`src/rtl/cp0_pkg.sv`:
```
// Shared CP0 definitions: register indices, exception codes and the
// packed layouts of Status and Cause.
package cp0_pkg;

    localparam int unsigned XLEN  = 32;
    localparam int unsigned IDX_W = 5;
    localparam int unsigned EXC_W = 5;

    localparam logic [IDX_W-1:0] CP0_BADVADDR = 5'd8;
    localparam logic [IDX_W-1:0] CP0_COUNT    = 5'd9;
    localparam logic [IDX_W-1:0] CP0_COMPARE  = 5'd11;
    localparam logic [IDX_W-1:0] CP0_STATUS   = 5'd12;
    localparam logic [IDX_W-1:0] CP0_CAUSE    = 5'd13;
    localparam logic [IDX_W-1:0] CP0_EPC      = 5'd14;

    localparam logic [EXC_W-1:0] EXC_INT  = 5'd0;
    localparam logic [EXC_W-1:0] EXC_ADEL = 5'd4;
    localparam logic [EXC_W-1:0] EXC_ADES = 5'd5;
    localparam logic [EXC_W-1:0] EXC_SYS  = 5'd8;
    localparam logic [EXC_W-1:0] EXC_BP   = 5'd9;
    localparam logic [EXC_W-1:0] EXC_RI   = 5'd10;
    localparam logic [EXC_W-1:0] EXC_OV   = 5'd12;

    typedef struct packed {
        logic [8:0] zero_hi;   // [31:23]
        logic       bev;       // [22]
        logic [5:0] zero_mid;  // [21:16]
        logic [7:0] im;        // [15:8]
        logic [5:0] zero_lo;   // [7:2]
        logic       exl;       // [1]
        logic       ie;        // [0]
    } status_t;

    typedef struct packed {
        logic        bd;        // [31]
        logic        ti;        // [30]
        logic [13:0] zero_hi;   // [29:16]
        logic [7:0]  ip;        // [15:8]
        logic        zero_mid;  // [7]
        logic [4:0]  exc_code;  // [6:2]
        logic [1:0]  zero_lo;   // [1:0]
    } cause_t;

    // Address-error exceptions are the only ones that capture BadVAddr.
    function automatic logic is_addr_exc(input logic [EXC_W-1:0] code);
        return (code == EXC_ADEL) || (code == EXC_ADES);
    endfunction

endpackage

```
`src/rtl/cp0_timer.sv`:
```
// Count/Compare timer: prescaled Count, Compare match and the TI flag.
module cp0_timer
    import cp0_pkg::*;
#(
    parameter int unsigned COUNT_DIV = 2
) (
    input  logic            clk,
    input  logic            resetn,
    input  logic            count_we,
    input  logic            compare_we,
    input  logic [XLEN-1:0] wdata,
    output logic [XLEN-1:0] count,
    output logic [XLEN-1:0] compare,
    output logic            ti
);

    localparam int unsigned DIV_W = (COUNT_DIV > 1) ? $clog2(COUNT_DIV) : 1;

    logic [DIV_W-1:0] div_q;
    logic             div_wrap;

    assign div_wrap = (div_q == DIV_W'(COUNT_DIV - 1));

    // Software load of Count restarts the prescaler so the next tick is a full period away.
    always_ff @(posedge clk) begin
        if (!resetn) begin
            div_q <= '0;
            count <= '0;
        end else if (count_we) begin
            div_q <= '0;
            count <= wdata;
        end else begin
            div_q <= div_wrap ? '0 : div_q + DIV_W'(1);
            if (div_wrap) begin
                count <= count + XLEN'(1);
            end
        end
    end

    // A Compare write acknowledges the timer interrupt and wins over a match.
    always_ff @(posedge clk) begin
        if (!resetn) begin
            compare <= '0;
            ti      <= 1'b0;
        end else if (compare_we) begin
            compare <= wdata;
            ti      <= 1'b0;
        end else if ((count == compare) && (compare != '0)) begin
            ti <= 1'b1;
        end
    end

endmodule

```
`src/rtl/cp0_regs.sv`:
```
// Coprocessor-0 register file: MTC0/MFC0 access, precise exception capture,
// ERET, interrupt pending/request logic and the Count/Compare timer.
module cp0_regs
    import cp0_pkg::*;
#(
    parameter int unsigned COUNT_DIV = 2
) (
    input  logic             clk,
    input  logic             resetn,
    input  logic             cp0_write,
    input  logic [IDX_W-1:0] cp0_idx,
    input  logic [XLEN-1:0]  cp0_data2w,
    output logic [XLEN-1:0]  cp0_val,
    output logic [XLEN-1:0]  d_epc,
    input  logic             exception,
    input  logic [EXC_W:0]   exc_excCode,
    input  logic [XLEN-1:0]  exc_pc,
    input  logic             exc_inDelaySlot,
    input  logic [XLEN-1:0]  exc_badvaddr,
    input  logic             eret,
    input  logic [5:0]       ext_int,
    output logic             int_req,
    output logic             status_exl
);

    logic            exc_taken;
    logic            wr_count, wr_compare, wr_status, wr_cause, wr_epc;

    logic [7:0]      im;
    logic            exl;
    logic            ie;
    logic            bd;
    logic [EXC_W-1:0] exc_code;
    logic [1:0]      ip_sw;
    logic [5:0]      ip_hw;
    logic [5:0]      ext_sync;
    logic [XLEN-1:0] epc;
    logic [XLEN-1:0] badvaddr;

    logic [XLEN-1:0] count;
    logic [XLEN-1:0] compare;
    logic            ti;

    status_t         status_rd;
    cause_t          cause_rd;
    logic [7:0]      ip_all;

    assign exc_taken  = exception & exc_excCode[EXC_W];
    assign wr_count   = cp0_write && (cp0_idx == CP0_COUNT);
    assign wr_compare = cp0_write && (cp0_idx == CP0_COMPARE);
    assign wr_status  = cp0_write && (cp0_idx == CP0_STATUS);
    assign wr_cause   = cp0_write && (cp0_idx == CP0_CAUSE);
    assign wr_epc     = cp0_write && (cp0_idx == CP0_EPC);

    cp0_timer #(
        .COUNT_DIV (COUNT_DIV)
    ) u_timer (
        .clk        (clk),
        .resetn     (resetn),
        .count_we   (wr_count),
        .compare_we (wr_compare),
        .wdata      (cp0_data2w),
        .count      (count),
        .compare    (compare),
        .ti         (ti)
    );

    // Hardware interrupt lines: one sync flop, then the IP mirror (timer shares IP7).
    always_ff @(posedge clk) begin
        if (!resetn) begin
            ext_sync <= '0;
            ip_hw    <= '0;
        end else begin
            ext_sync <= ext_int;
            ip_hw    <= {ext_sync[5] | ti, ext_sync[4:0]};
        end
    end

    // Exception entry outranks ERET, which outranks MTC0, on any shared field.
    always_ff @(posedge clk) begin
        if (!resetn) begin
            im       <= '0;
            exl      <= 1'b0;
            ie       <= 1'b0;
            bd       <= 1'b0;
            exc_code <= '0;
            ip_sw    <= '0;
            epc      <= '0;
            badvaddr <= '0;
        end else begin
            if (exc_taken) begin
                exl      <= 1'b1;
                exc_code <= exc_excCode[EXC_W-1:0];
                if (!exl) begin
                    epc <= exc_inDelaySlot ? exc_pc - XLEN'(4) : exc_pc;
                    bd  <= exc_inDelaySlot;
                end
                if (is_addr_exc(exc_excCode[EXC_W-1:0])) begin
                    badvaddr <= exc_badvaddr;
                end
            end else if (eret) begin
                exl <= 1'b0;
            end else if (wr_status) begin
                exl <= cp0_data2w[1];
            end

            if (wr_status) begin
                im <= cp0_data2w[15:8];
                ie <= cp0_data2w[0];
            end
            if (wr_cause) begin
                ip_sw <= cp0_data2w[9:8];
            end
            if (wr_epc && !exc_taken) begin
                epc <= cp0_data2w;
            end
        end
    end

    assign ip_all = {ip_hw, ip_sw};

    always_comb begin
        status_rd     = '0;
        status_rd.bev = 1'b1;
        status_rd.im  = im;
        status_rd.exl = exl;
        status_rd.ie  = ie;

        cause_rd          = '0;
        cause_rd.bd       = bd;
        cause_rd.ti       = ti;
        cause_rd.ip       = ip_all;
        cause_rd.exc_code = exc_code;
    end

    // MFC0 read mux over registered state; no write bypass.
    always_comb begin
        cp0_val = '0;
        case (cp0_idx)
            CP0_BADVADDR: cp0_val = badvaddr;
            CP0_COUNT:    cp0_val = count;
            CP0_COMPARE:  cp0_val = compare;
            CP0_STATUS:   cp0_val = status_rd;
            CP0_CAUSE:    cp0_val = cause_rd;
            CP0_EPC:      cp0_val = epc;
            default:      cp0_val = '0;
        endcase
    end

    assign d_epc      = epc;
    assign status_exl = exl;
    assign int_req    = ie & ~exl & (|(ip_all & im));

endmodule

```
`config.mk`:
```
export PLATFORM = sky130hd
export DESIGN_NAME = cp0_regs
export DESIGN_NICKNAME = d
export VERILOG_FILES = /design/src/rtl/cp0_pkg.sv /design/src/rtl/cp0_timer.sv /design/src/rtl/cp0_regs.sv
export SDC_FILE = /design/constraint.sdc
export NUM_CORES = 1
export LEC_CHECK = 0
export BUFFER_PORTS_ARGS = -buffer_cell sky130_fd_sc_hd__buf_4
export CAP_MARGIN = 20
export CORE_MARGIN = 3
export CORE_UTILIZATION = 55
export CTS_BUF_LIST = sky130_fd_sc_hd__clkbuf_4 sky130_fd_sc_hd__clkbuf_8
export CTS_CLUSTER_DIAMETER = 200
export DETAILED_ROUTE_END_ITERATION = 10
export GPL_TIMING_DRIVEN = 0
export PLACE_DENSITY = 0.81
export SLEW_MARGIN = 20
export SYNTH_ARGS = -nofsm -noshare
export SYNTH_HDL_FRONTEND = slang
export SYNTH_SLANG_ARGS = --single-unit
export TNS_END_PERCENT = 5
```
`constraint.sdc`:
```
create_clock -name clk -period 2.8 [get_ports clk]
set_input_delay 0.14 -clock clk [delete_from_list [all_inputs] [get_ports clk]]
set_output_delay 0.14 -clock clk [all_outputs]
set_load 0.02 [all_outputs]
```
## Yosys cells after proc, flatten, opt, wreduce, memory -nomap -nowiden

Index checks and enable logic that the tools add are counted.

| storage, ports and cells | value |
|---|---|
| register bits | 160 |
| bits of input ports | 119 |
| word-level logic and storage cells | 63 |

| cells by class | value |
|---|---|
| $add $sub $neg | 3 |
| equality and inequality tests | 10 |
| mux-type cells | 10 |
| bitwise operators | 7 |
| reductions and logical operators | 19 |

Operators by type and width:

| kind | number |
|---|---|
| $mux 32 | 6 |
| $pmux 32 s6 | 1 |
| $add 32x1->32 const B | 1 |
| $eq 32x32->1 | 1 |
| $reduce_bool 32->1 | 1 |
| $sub 32x3->32 const B | 1 |
| $eq 5x4->1 const B | 6 |
| $eq 5x3->1 const B | 2 |
| $and 8x8->8 | 1 |
| $reduce_or 8->1 | 1 |
| $logic_and 1x1->1 | 7 |
| $reduce_and 2->1 | 3 |
| $reduce_bool 2->1 | 2 |
| $and 1x1->1 | 3 |
| $mux 1 | 3 |
| $reduce_bool 3->1 | 1 |
| $reduce_or 3->1 | 1 |
| $ne 2x1->1 const B | 1 |
| $not 1->1 | 2 |
| $reduce_or 2->1 | 1 |
| $add 1x1->1 const B | 1 |
| $logic_not 1->1 | 1 |
| $logic_or 1x1->1 | 1 |
| $or 1x1->1 | 1 |

## Depth between registers and ports, before layout

Gate-level depths: netlist (run 1).

| depth | value |
|---|---|
| word-level depth | 5 |
| mapped depth | 8 |

## Hierarchy

A second synthesis (run 1) with hierarchy kept.

| second synthesis, totals | value |
|---|---|
| cell total of the unflattened synthesis | 1025 |
| area, all modules | 8348.0 µm² |

By module, submodules not included:

| module | times used | cells an instance | area each (µm²) | sequential area each (µm²) |
|---|---|---|---|---|
| cp0_regs | 1 | 651 | 4947.2 | 1881.8 |
| cp0_timer | 1 | 374 | 3400.8 | 1321.3 |

## Least setup slack after synthesis (run 1)

Ideal clock, no wire load.

| path | value |
|---|---|
| path kind | in2reg |
| start | input port exc_pc[14] |
| end | register epc[28] (netlist: d_epc[28]) |
| library setup time | 0.079 ns |
| arrival time | 1.772 ns |
| data required time | 2.721 ns |
| path slack | 0.949 ns |
| cell stages on the path | 5 |
| path buffers | 0 |
| path through | or4_1 -> nor2_1 -> nand3_2 -> or4_1 -> o211ai_1 |

| on the way | value |
|---|---|
| cells in the longest elaborated chain, start to end | 5 |

Ends and longest elaborated chain:

| item | line | text |
|---|---|---|
| start, declared | cp0_regs.sv:17 | `input logic [XLEN-1:0] exc_pc,` |
| $sub 32x3->32 | cp0_regs.sv:95 | `epc <= exc_inDelaySlot ? exc_pc - XLEN'(4) : exc_pc;` |
| $mux 32 | cp0_regs.sv:95 |  |
| $mux 32 | cp0_regs.sv:94 | `if (!exl) begin` |
| $mux 32 | cp0_regs.sv:91 | `if (exc_taken) begin` |
| $mux 32 | cp0_regs.sv:114 | `if (wr_epc && !exc_taken) begin` |
| end signal, assigned | cp0_regs.sv:95 |  |
| end signal, assigned | cp0_regs.sv:115 | `epc <= cp0_data2w;` |
| end, declared | cp0_regs.sv:37 | `logic [XLEN-1:0] epc;` |

Every way passes these cells. The select of a mux whose other input is x is not followed.
A chain may end at the register's enable or synchronous reset.

## Final worst setup path (run 1)

| path | value |
|---|---|
| start | input port cp0_idx[1] |
| end | output port cp0_val[13] |

| on the way | value |
|---|---|
| cells in the longest elaborated chain, start to end | 2 |
| elaborated cells between the ends (all ways) | 7 |
| those cells by class | 6 x eq/ne; 1 x mux |

Ends and longest elaborated chain:

| item | line | text |
|---|---|---|
| start, declared | cp0_regs.sv:11 | `input logic [IDX_W-1:0] cp0_idx,` |
| $eq 5x4->1 | cp0_regs.sv:139 | `case (cp0_idx)` |
| $pmux 32 s6 (*) | cp0_regs.sv:139 |  |
| end, declared | cp0_regs.sv:13 | `output logic [XLEN-1:0] cp0_val,` |

Mark *: on every way between the ends. The rest lies on a longest branch, timed or not.

==> flow_metrics.env, run 1 <==
export IMPL_pin_count=185
export IMPL_rsz0062_at_grt="false"
export IMPL_grt_overflow_total=0
export IMPL_route_detailed_drc=0
export IMPL_startpoint_type="input pin"
export IMPL_final_area_um2=11000
export IMPL_final_period_utilization_pct=91.57
export IMPL_htree_levels=4
export IMPL_p_leak_uw=0.004103
export IMPL_avgRoutedWirePerCell_um=22.40
export IMPL_grt_pass1_vias=8791
export IMPL_tightest_slew_ns=0.9962
export IMPL_ir_worst_vdd_mv=0.3110
export IMPL_drv_slew=0
export IMPL_cap_viol_max_count=0
export IMPL_fin_nets=1448
export IMPL_insertion_delay_ns=0.47
export IMPL_mappedNetlistArea_um2=8088
export IMPL_synth_avg_cell_area_um2=7.814
export IMPL_area_growth_pct=35.98
export IMPL_synth_edf_count=0
export IMPL_hold_violations=0
export IMPL_yosysSeqAreaShare_pct=39.60
export IMPL_dpl_hpwl_um=24510
export IMPL_antenna_found_initial=1
export IMPL_ys_async_sr_fraction_pct=0
export IMPL_coreArea_um2=14150
export IMPL_grt_max_degree=17
export IMPL_first_pass_iters=7
export IMPL_drive_above_1_share_pct=17.01
export IMPL_rows=43
export IMPL_arrival_ns=2.42
export IMPL_holdWs_ns=0.009515
export IMPL_r2r_start="u_timer.count[2]$_SDFFE_PN0P_"
export IMPL_setup_viol=0
export IMPL_cts_buffer_depth=2
export IMPL_gp_congestion=1.008
export IMPL_cts_buffers=17
export IMPL_slowest_delay_ns=0.79
export IMPL_cts_tree="yes"
export IMPL_worst_slack_ns=0.2361
export IMPL_endpoint_kind="output pin"
export IMPL_pre_cts_ws_ns=0.1803
export IMPL_cts_sinks=160
export IMPL_cp_common_cell="buf_4"
export IMPL_fp_dieArea_um2=16200
export IMPL_fmax_mhz=390.0
export IMPL_crit_fanout=10
export IMPL_fp_dieW_um=127.3
export IMPL_postCtsSetupBuffers=0
export IMPL_slew_headroom_pct=32.97
export IMPL_netlist_cell_type_count=51
export IMPL_path_cells="buf_4, nand2b_1, nor3_1, clkbuf_1, a22oi_1, nand3_1, buf_4"
export IMPL_synth_top_cell_area_share_pct=39.60
export IMPL_routed_via_density=6.274
export IMPL_drt_initial_drc_count=1409
export IMPL_power_per_cell_area_nw_per_um2=440.7
export IMPL_antennaDiodeCount=0
export IMPL_critical_path_slowest_cell="nor3_1"
export IMPL_outcome="complete, no violations"
export IMPL_syn_num_nets=1156
export IMPL_startpoint="cp0_idx[1]"
export IMPL_grt_pass1_wl_um=50130
export IMPL_setup_tns_ns=0
export IMPL_hold_path_class="input pin to flop"
export IMPL_synthCells=1035
export IMPL_cts_resized=0
export IMPL_yosys_register_bits=160
export IMPL_layout_common_cells="nand2_1, buf_4, dfxtp_1"
export IMPL_io_buffer_count=183
export IMPL_mostFrequentLayoutCell="nand2_1"
export IMPL_fin_crit_ns=2.564
export IMPL_synth_top_area_cell="dfxtp_1"
export IMPL_crit_type="input pin to output pin"
export IMPL_totalWireLength_um=34040
export IMPL_path_clk_slew_ns=0.09
export IMPL_fill_cells=1010
export IMPL_synth_flop_cell="dfxtp_1"
export IMPL_fin_skew_ns=0.008665
export IMPL_synthTopCellsByArea="dfxtp_1, nand2_1, a22oi_1, a21oi_1, xnor2_1"
export IMPL_track_usage_pct=40.62
export IMPL_initial_utilization_pct=57.16
export IMPL_yosysWarningCount=0
export IMPL_cts_root_buf="clkbuf_8"
export IMPL_via_count=9537
export IMPL_critPathRequiredTime_ns=2.66
export IMPL_final_util_pct=77.73
export IMPL_cts_hold_buffers=89
export IMPL_drtAntennaViolNets=0
export IMPL_die_h_um=127.3
export IMPL_placed_area_um2=9706
export IMPL_min_delay_start="exc_pc[27]"
## stage by stage
stage / instances / power [uW]
finish: 1520 / 4847
global route: 1520 / 4969
CTS: 1519 / 4787
detailed placement: 1398 / 3013
global placement: 1398 / 3005
floorplan: 1035 / 2676
## cell usage after synthesis (2+ instances only)
cell type	instances
nand2_1	217
dfxtp_1	160
a21oi_1	115
a22oi_1	78
clkbuf_1	75
xnor2_1	48
nand3_1	44
nor2_1	34
o21ai_0	34
xor2_1	34
nor4_1	25
nand4_1	24
nor3_1	17
a211oi_1	12
and2_1	12
inv_1	11
a222oi_1	10
o22ai_1	6
o2bb2ai_1	6
or3_1	6
and3_1	5
mux2i_1	5
or4_1	5
a221oi_1	4
nand2b_1	4
nand4b_1	4
nor3b_1	4
a211o_1	3
and4_1	3
o31a_1	3
or2_2	3
a22o_1	2
a31oi_1	2
buf_2	2
ha_1	2
## state kept, by name (all words and copies together) (netlist names)
name,flops
ip_sw,2
ip_hw,6
u_timer.count,32
u_timer.compare,32
ext_sync,6
badvaddr,32
d_epc,32
u_timer.div_q,1
status_exl,1
ie,1
u_timer.ti,1
im,8
exc_code,5
bd,1
## power breakdown
part	switching [uW]	leakage, uW	total [uW]	internal, uW
registers	73.2	0.00130	2400	2330
clock network	979	0.000201	1750	771
logic	363	0.00260	692	329
## kinds of logic after synthesis
family	after synthesis	share of synthesized area, %
fa+ha+maj	2	0.3094
compound gates	282	22.12
buf+inv	88	4.115
simple gates	416	24.35
flops	160	39.60
xor+xnor	82	8.880
mux	5	0.6188
## worst max-delay path, delay by kind of cell
family	cells	cell delay (ns)
AOI/OAI and AO/OA	1	0.26
buffers and inverters	3	0.79
and+or+nand+nor	3	1.23
## metal layers
layer | vias to the layer above | routed length [um] | track usage [%]
li1 | 4307 | - | -
met1 | 4360 | 13170 | 55.65
met2 | 756 | 14680 | 60.02
met3 | 112 | 4705 | 12.29
met4 | 2 | 1469 | 16.21
met5 | - | 13 | 0
## layout make-up
cell class | count | area [um2] | area share (%)
buffer | 77 | 291.5 | 2.651
clock buffer | 19 | 255.2 | 2.321
clock inverter | 13 | 141.4 | 1.286
inverter | 11 | 41.29 | 0.3754
multi-input combinational | 787 | 4571 | 41.56
sequential | 160 | 3203 | 29.12
tap | 180 | 225.2 | 2.048
timing repair buffer | 273 | 2270 | 20.64
## path summary, 6_finish.rpt
check | endpoint | slack (ns) | cells after the start
setup / recovery | cp0_val[13] | 0.24 | 7
hold / removal | d_epc[27]$_SDFFE_PN0P_ | 0.01 | 3
setup reg to reg | u_timer.count[26]$_SDFFE_PN0P_ | 0.33 | 6
hold reg to reg | ip_hw[1]$_SDFF_PN0_ | 0.45 | 1
Note: power is estimated with default switching activity, not from simulation.
==> inputs of run 2 (changes only) <==
--- a/config.mk
+++ b/config.mk
@@ -14,6 +14,7 @@
 export DETAILED_ROUTE_END_ITERATION = 10
 export GPL_TIMING_DRIVEN = 0
 export PLACE_DENSITY = 0.81
+export SETUP_SLACK_MARGIN = 0.1
 export SLEW_MARGIN = 20
 export SYNTH_ARGS = -nofsm -noshare
 export SYNTH_HDL_FRONTEND = slang
==> constraint.sdc (replaced) <==
create_clock -name clk -period 2.8 [get_ports clk]
set_input_delay 0.42 -clock clk [delete_from_list [all_inputs] [get_ports clk]]
set_output_delay 0.42 -clock clk [all_outputs]
set_load 0.02 [all_outputs]
==> flow_metrics.env, run 2 (same netlist as run 1, synthesis figures left out) <==
export IMPL_r2r_start="u_timer.count[2]$_SDFFE_PN0P_"
export IMPL_pin_count=185
export IMPL_totalWireLength_um=31500
export IMPL_cp_common_cell="buf_4"
export IMPL_setup_viol=0
export IMPL_fill_cells=1184
export IMPL_hold_path_class="input pin to flop"
export IMPL_rsz0062_at_grt="true"
export IMPL_pre_cts_ws_ns=-0.1948
export IMPL_p_seq_share_pct=50.8
export IMPL_placed_cells=1398
export IMPL_ir_worst_vdd_mv=0.2916
export IMPL_p_leak_uw=0.003751
export IMPL_arrival_ns=2.34
export IMPL_drv_slew=0
export IMPL_mostFrequentLayoutCell="nand2_1"
export IMPL_cp_buffers_inverters=3
export IMPL_path_clk_slew_ns=0.10
export IMPL_layout_common_cells="nand2_1, buf_4, dfxtp_1"
export IMPL_p_switching_uw=1379
export IMPL_io_buffer_count=183
export IMPL_fin_nets=1358
export IMPL_crit_type="input pin to output pin"
export IMPL_hold_violations=0
export IMPL_final_area_um2=10140
export IMPL_startpoint_type="input pin"
export IMPL_track_usage_pct=37.48
export IMPL_route_detailed_drc=0
export IMPL_cts_hold_buffers=0
export IMPL_startpoint="cp0_idx[1]"
export IMPL_postCtsSetupBuffers=0
export IMPL_crit_fanout=10
export IMPL_drive_above_1_share_pct=19.04
export IMPL_routed_via_density=6.294
export IMPL_holdWs_ns=0.1493
export IMPL_grt_max_degree=17
export IMPL_cts_buffer_depth=2
export IMPL_rows=43
export IMPL_tightest_slew_ns=0.9308
export IMPL_r2r_cells=6
export IMPL_min_delay_start="ext_int[0]"
export IMPL_antenna_found_initial=0
export IMPL_multi_input_area_um2=4602
export IMPL_drtAntennaViolNets=0
export IMPL_antennaDiodeCount=0
export IMPL_gp_congestion=1.008
export IMPL_power_uw=4730
export IMPL_critPathTopFamily="simple AND/OR/NAND/NOR gates"
export IMPL_outcome="complete, no violations"
export IMPL_fin_crit_ns=2.762
export IMPL_intPower_uw=3351
export IMPL_cts_tree="yes"
export IMPL_cts_sinks=160
export IMPL_dpl_hpwl_um=24510
export IMPL_power_per_cell_area_nw_per_um2=466.4
export IMPL_slowest_delay_ns=0.48
export IMPL_cts_buffers=17
export IMPL_path_depth=7
export IMPL_path_cells="buf_4, nand2b_1, nor4_4, clkbuf_1, a22oi_1, nand3_1, buf_4"
export IMPL_grt_overflow_total=0
export IMPL_worst_slack_ns=0.03793
export IMPL_final_period_utilization_pct=98.65
export IMPL_fp_dieW_um=127.3
export IMPL_fin_skew_ns=0.01096
export IMPL_hold_depth=2
export IMPL_instances_no_fill=1430
export IMPL_first_pass_iters=8
export IMPL_initial_utilization_pct=57.16
export IMPL_coreArea_um2=14150
export IMPL_fp_dieArea_um2=16200
export IMPL_slew_headroom_pct=37.37
export IMPL_fmax_mhz=362.0
export IMPL_drt_initial_drc_count=1449
export IMPL_cts_root_buf="clkbuf_8"
export IMPL_die_h_um=127.3
export IMPL_critical_path_slowest_cell="clkbuf_1"
export IMPL_grt_pass1_vias=8016
export IMPL_htree_levels=4
export IMPL_p_sw_share_pct=29.15
export IMPL_area_growth_pct=25.39
export IMPL_cap_viol_max_count=0
export IMPL_clock_power_share_pct=36.8
export IMPL_critPathRequiredTime_ns=2.38
export IMPL_regArea_um2=3203
export IMPL_placed_area_um2=9706
export IMPL_grt_pass1_wl_um=46170
export IMPL_endpoint_kind="output pin"
export IMPL_avgRoutedWirePerCell_um=22.03
export IMPL_insertion_delay_ns=0.46
export IMPL_power_frac_comb_pct=12.3
export IMPL_via_count=9000
[run 2: changes by cell type in the layout (fill, tap and decap cells not counted), moves of 4 or more]
cell / before / now
nor3_2: 0 / 4
clkbuf_1: 75 / 69
clkbuf_2: 0 / 6
dlygate4sd3_1: 89 / 0
nor3_1: 17 / 13
[run 2: cell type report]
type                            instances  share of cell area, %
Clock inverter                         13                  1.394
Multi-Input combinational cell        787                  45.38
Timing Repair Buffer                  183                  13.55
Clock buffer                           19                  2.517
Tap cell                              180                  2.221
Sequential cell                       160                  31.59
Buffer                                 77                  2.949
Inverter                               11                 0.4072
[run 2: what timing repair did]
action	CTS	global route
endpoints found under the setup margin	32	23
endpoints found under the hold margin	0	0
resized for setup	9	3
[run 2: path summary, 6_finish.rpt]
path	end	slack [ns]
max	cp0_val[10]	0.04
max reg2reg	u_timer.count[26]$_SDFFE_PN0P_	0.32
min reg2reg	ip_hw[3]$_SDFF_PN0_	0.45
min	ext_sync[0]$_SDFF_PN0_	0.15
[run 2: power groups by stage]
stage               Clock [uW]  Combinational [uW]  Sequential [uW]
floorplan                    0                 224             2450
global placement             0                 555             2450
detailed placement           0                 562             2450
CTS                       1730                 568             2400
global route              1830                 615             2410
finish                    1740                 583             2400
[run 2: worst reg2reg max path: stages, from the launching register on]
cell and delay (ns):
dfxtp_1 0.31, clkbuf_1 0.32, nand4_1 0.33, nor4_1 0.86, nand3_1 0.24, xor2_1 0.22, a21oi_1 0.08
[run 2: routing by layer]
layer  global-route usage (%)  wire length, um
met5                        0                0
met4                    12.87             1057
met3                    10.74             4106
met2                    53.36            13410
met1                    54.29            12920
[run 2: stage by stage]
stage | util (%) | TNS (ns)
2_1_floorplan | - | 0
3_3_place_gp | 68.46 | -9.504
3_5_place_dp | 68.59 | -2.198
4_1_cts | 71.61 | 0
5_1_grt | 71.67 | 0
6_report | 71.67 | 0
==> inputs of run 3 (changes only) <==
--- a/config.mk
+++ b/config.mk
@@ -7,13 +7,15 @@
 export LEC_CHECK = 0
 export BUFFER_PORTS_ARGS = -buffer_cell sky130_fd_sc_hd__buf_4
 export CAP_MARGIN = 20
+export CELL_PAD_IN_SITES_DETAIL_PLACEMENT = 1
+export CELL_PAD_IN_SITES_GLOBAL_PLACEMENT = 1
 export CORE_MARGIN = 3
-export CORE_UTILIZATION = 55
+export CORE_UTILIZATION = 44
 export CTS_BUF_LIST = sky130_fd_sc_hd__clkbuf_4 sky130_fd_sc_hd__clkbuf_8
 export CTS_CLUSTER_DIAMETER = 200
 export DETAILED_ROUTE_END_ITERATION = 10
 export GPL_TIMING_DRIVEN = 0
-export PLACE_DENSITY = 0.81
+export PLACE_DENSITY_LB_ADDON = 0.1
 export SETUP_SLACK_MARGIN = 0.1
 export SLEW_MARGIN = 20
 export SYNTH_ARGS = -nofsm -noshare
==> flow_metrics.env, run 3 (same netlist as run 1, synthesis figures left out) <==
export IMPL_cts_tree="yes"
export IMPL_grt_pass1_wl_um=53590
export IMPL_layout_common_cells="nand2_1, buf_4, dfxtp_1"
export IMPL_power_uw=4888
export IMPL_pin_count=185
export IMPL_slew_headroom_pct=21.94
export IMPL_final_period_utilization_pct=99.57
export IMPL_fin_nets=1361
export IMPL_die_h_um=141.6
export IMPL_grt_pass1_vias=8838
export IMPL_fill_cells=2257
export IMPL_grt_max_degree=17
export IMPL_p_leak_uw=0.003789
export IMPL_routed_via_density=6.198
export IMPL_cts_buffer_depth=2
export IMPL_cap_viol_max_count=0
export IMPL_io_buffer_count=183
export IMPL_route_detailed_drc=0
export IMPL_antenna_found_initial=0
export IMPL_drt_initial_drc_count=1080
export IMPL_totalWireLength_um=35810
export IMPL_setup_tns_ns=0
export IMPL_ir_worst_vdd_mv=0.2626
export IMPL_avgRoutedWirePerCell_um=24.23
export IMPL_hold_violations=0
export IMPL_critPathTopFamily="simple AND/OR/NAND/NOR gates"
export IMPL_outcome="complete, no violations"
export IMPL_fp_dieW_um=141.6
export IMPL_via_count=9161
export IMPL_regArea_um2=3203
export IMPL_first_pass_iters=7
export IMPL_final_area_um2=10250
export IMPL_cts_root_buf="clkbuf_8"
export IMPL_initial_utilization_pct=45.80
export IMPL_placed_area_um2=9776
export IMPL_gp_congestion=0.9870
export IMPL_arrival_ns=2.37
export IMPL_endpoint_kind="output pin"
export IMPL_coreArea_um2=17660
export IMPL_antennaDiodeCount=0
export IMPL_cp_buffers_inverters=4
export IMPL_multi_input_area_um2=4593
export IMPL_power_per_cell_area_nw_per_um2=476.9
export IMPL_critPathRequiredTime_ns=2.38
export IMPL_startpoint_type="input pin"
export IMPL_fp_dieArea_um2=20040
export IMPL_hold_path_class="input pin to flop"
export IMPL_track_usage_pct=35.03
export IMPL_rsz0062_at_grt="true"
export IMPL_crit_fanout=10
export IMPL_drtAntennaViolNets=0
export IMPL_critical_path_slowest_cell="nor4_2"
export IMPL_dpl_hpwl_um=27860
export IMPL_grt_overflow_total=0
export IMPL_tightest_slew_ns=1.160
export IMPL_setup_viol=0
export IMPL_cp_common_cell="buf_4"
export IMPL_area_growth_pct=26.73
export IMPL_crit_type="input pin to output pin"
export IMPL_insertion_delay_ns=0.47
export IMPL_path_clk_slew_ns=0.08
export IMPL_cts_sinks=160
export IMPL_drive_above_1_share_pct=19.39
export IMPL_cts_hold_buffers=0
export IMPL_path_cells="buf_4, nand2b_1, nor4_2, buf_4, clkbuf_2, a22oi_1, nand3_1, buf_4"
export IMPL_fin_crit_ns=2.788
export IMPL_slowest_delay_ns=0.44
export IMPL_postCtsSetupBuffers=0
export IMPL_mostFrequentLayoutCell="nand2_1"
export IMPL_fmax_mhz=358.7
export IMPL_rows=48
export IMPL_cts_buffers=17
export IMPL_htree_levels=4
export IMPL_final_util_pct=58.05
export IMPL_fin_skew_ns=0.01653
export IMPL_drv_slew=0
## run 3: path summary, 6_finish.rpt
kind,startpoint,endpoint,slack (ns),cells past startpoint
hold / removal,ext_int[4],ext_sync[4]$_SDFF_PN0_,0.18,2
setup reg to reg,u_timer.count[2]$_SDFFE_PN0P_,u_timer.count[26]$_SDFFE_PN0P_,0.31,6
hold reg to reg,ext_sync[3]$_SDFF_PN0_,ip_hw[3]$_SDFF_PN0_,0.44,1
setup / recovery,cp0_idx[1],cp0_val[12],0.01,8
## run 3: worst register-to-register path: stages, from the launching register on
cell and delay [ns]:
dfxtp_1 0.31, clkbuf_1 0.32, nand4_1 0.34, nor4_1 0.79, nand3_1 0.27, xor2_1 0.24
a21oi_1 0.09
## run 3: metal layers
layer | track usage (%) | vias to the layer above | routed length [um]
met5 | 0 | - | 0
met4 | 10.61 | 0 | 822
met3 | 6.876 | 63 | 3595
met2 | 55.49 | 517 | 16360
met1 | 48.47 | 4461 | 15030
li1 | - | 4120 | -
## run 3: cell type report
| type | count | area share, % |
|---|---|---|
| Buffer | 77 | 2.954 |
| Clock buffer | 23 | 2.966 |
| Clock inverter | 9 | 1.270 |
| Inverter | 11 | 0.4028 |
| Multi-Input combinational cell | 787 | 44.81 |
| Sequential cell | 160 | 31.25 |
| Tap cell | 225 | 2.747 |
| Timing Repair Buffer | 186 | 13.60 |
## run 3: power breakdown
group / switching, uW / total (uW) / internal, uW
clock: 890 / 1880 / 994
combinational: 349 / 598 / 249
sequential: 74.2 / 2410 / 2330
## run 3: what timing repair did
| action | 4_1_cts | 5_1_grt |
|---|---|---|
| pin swaps | 0 | 0 |
| hold endpoints to repair | 0 | 0 |
| endpoints found under the setup margin | 32 | 15 |
| gates resized for setup | 12 | 2 |
## run 3: per-stage QoR
| step | cells | setup slack [ns] | hold slack (ns) |
|---|---|---|---|
| 2_1_floorplan | 1035 | 0.6667 | 0.4114 |
| 3_3_place_gp | 1443 | -0.7856 | 0.4185 |
| 3_5_place_dp | 1445 | -0.1850 | 0.4276 |
| 4_1_cts | 1477 | 0.1227 | 0.1664 |
| 5_1_grt | 1478 | 0.02613 | 0.1735 |
| 6_report | 1478 | 0.01206 | 0.1753 |
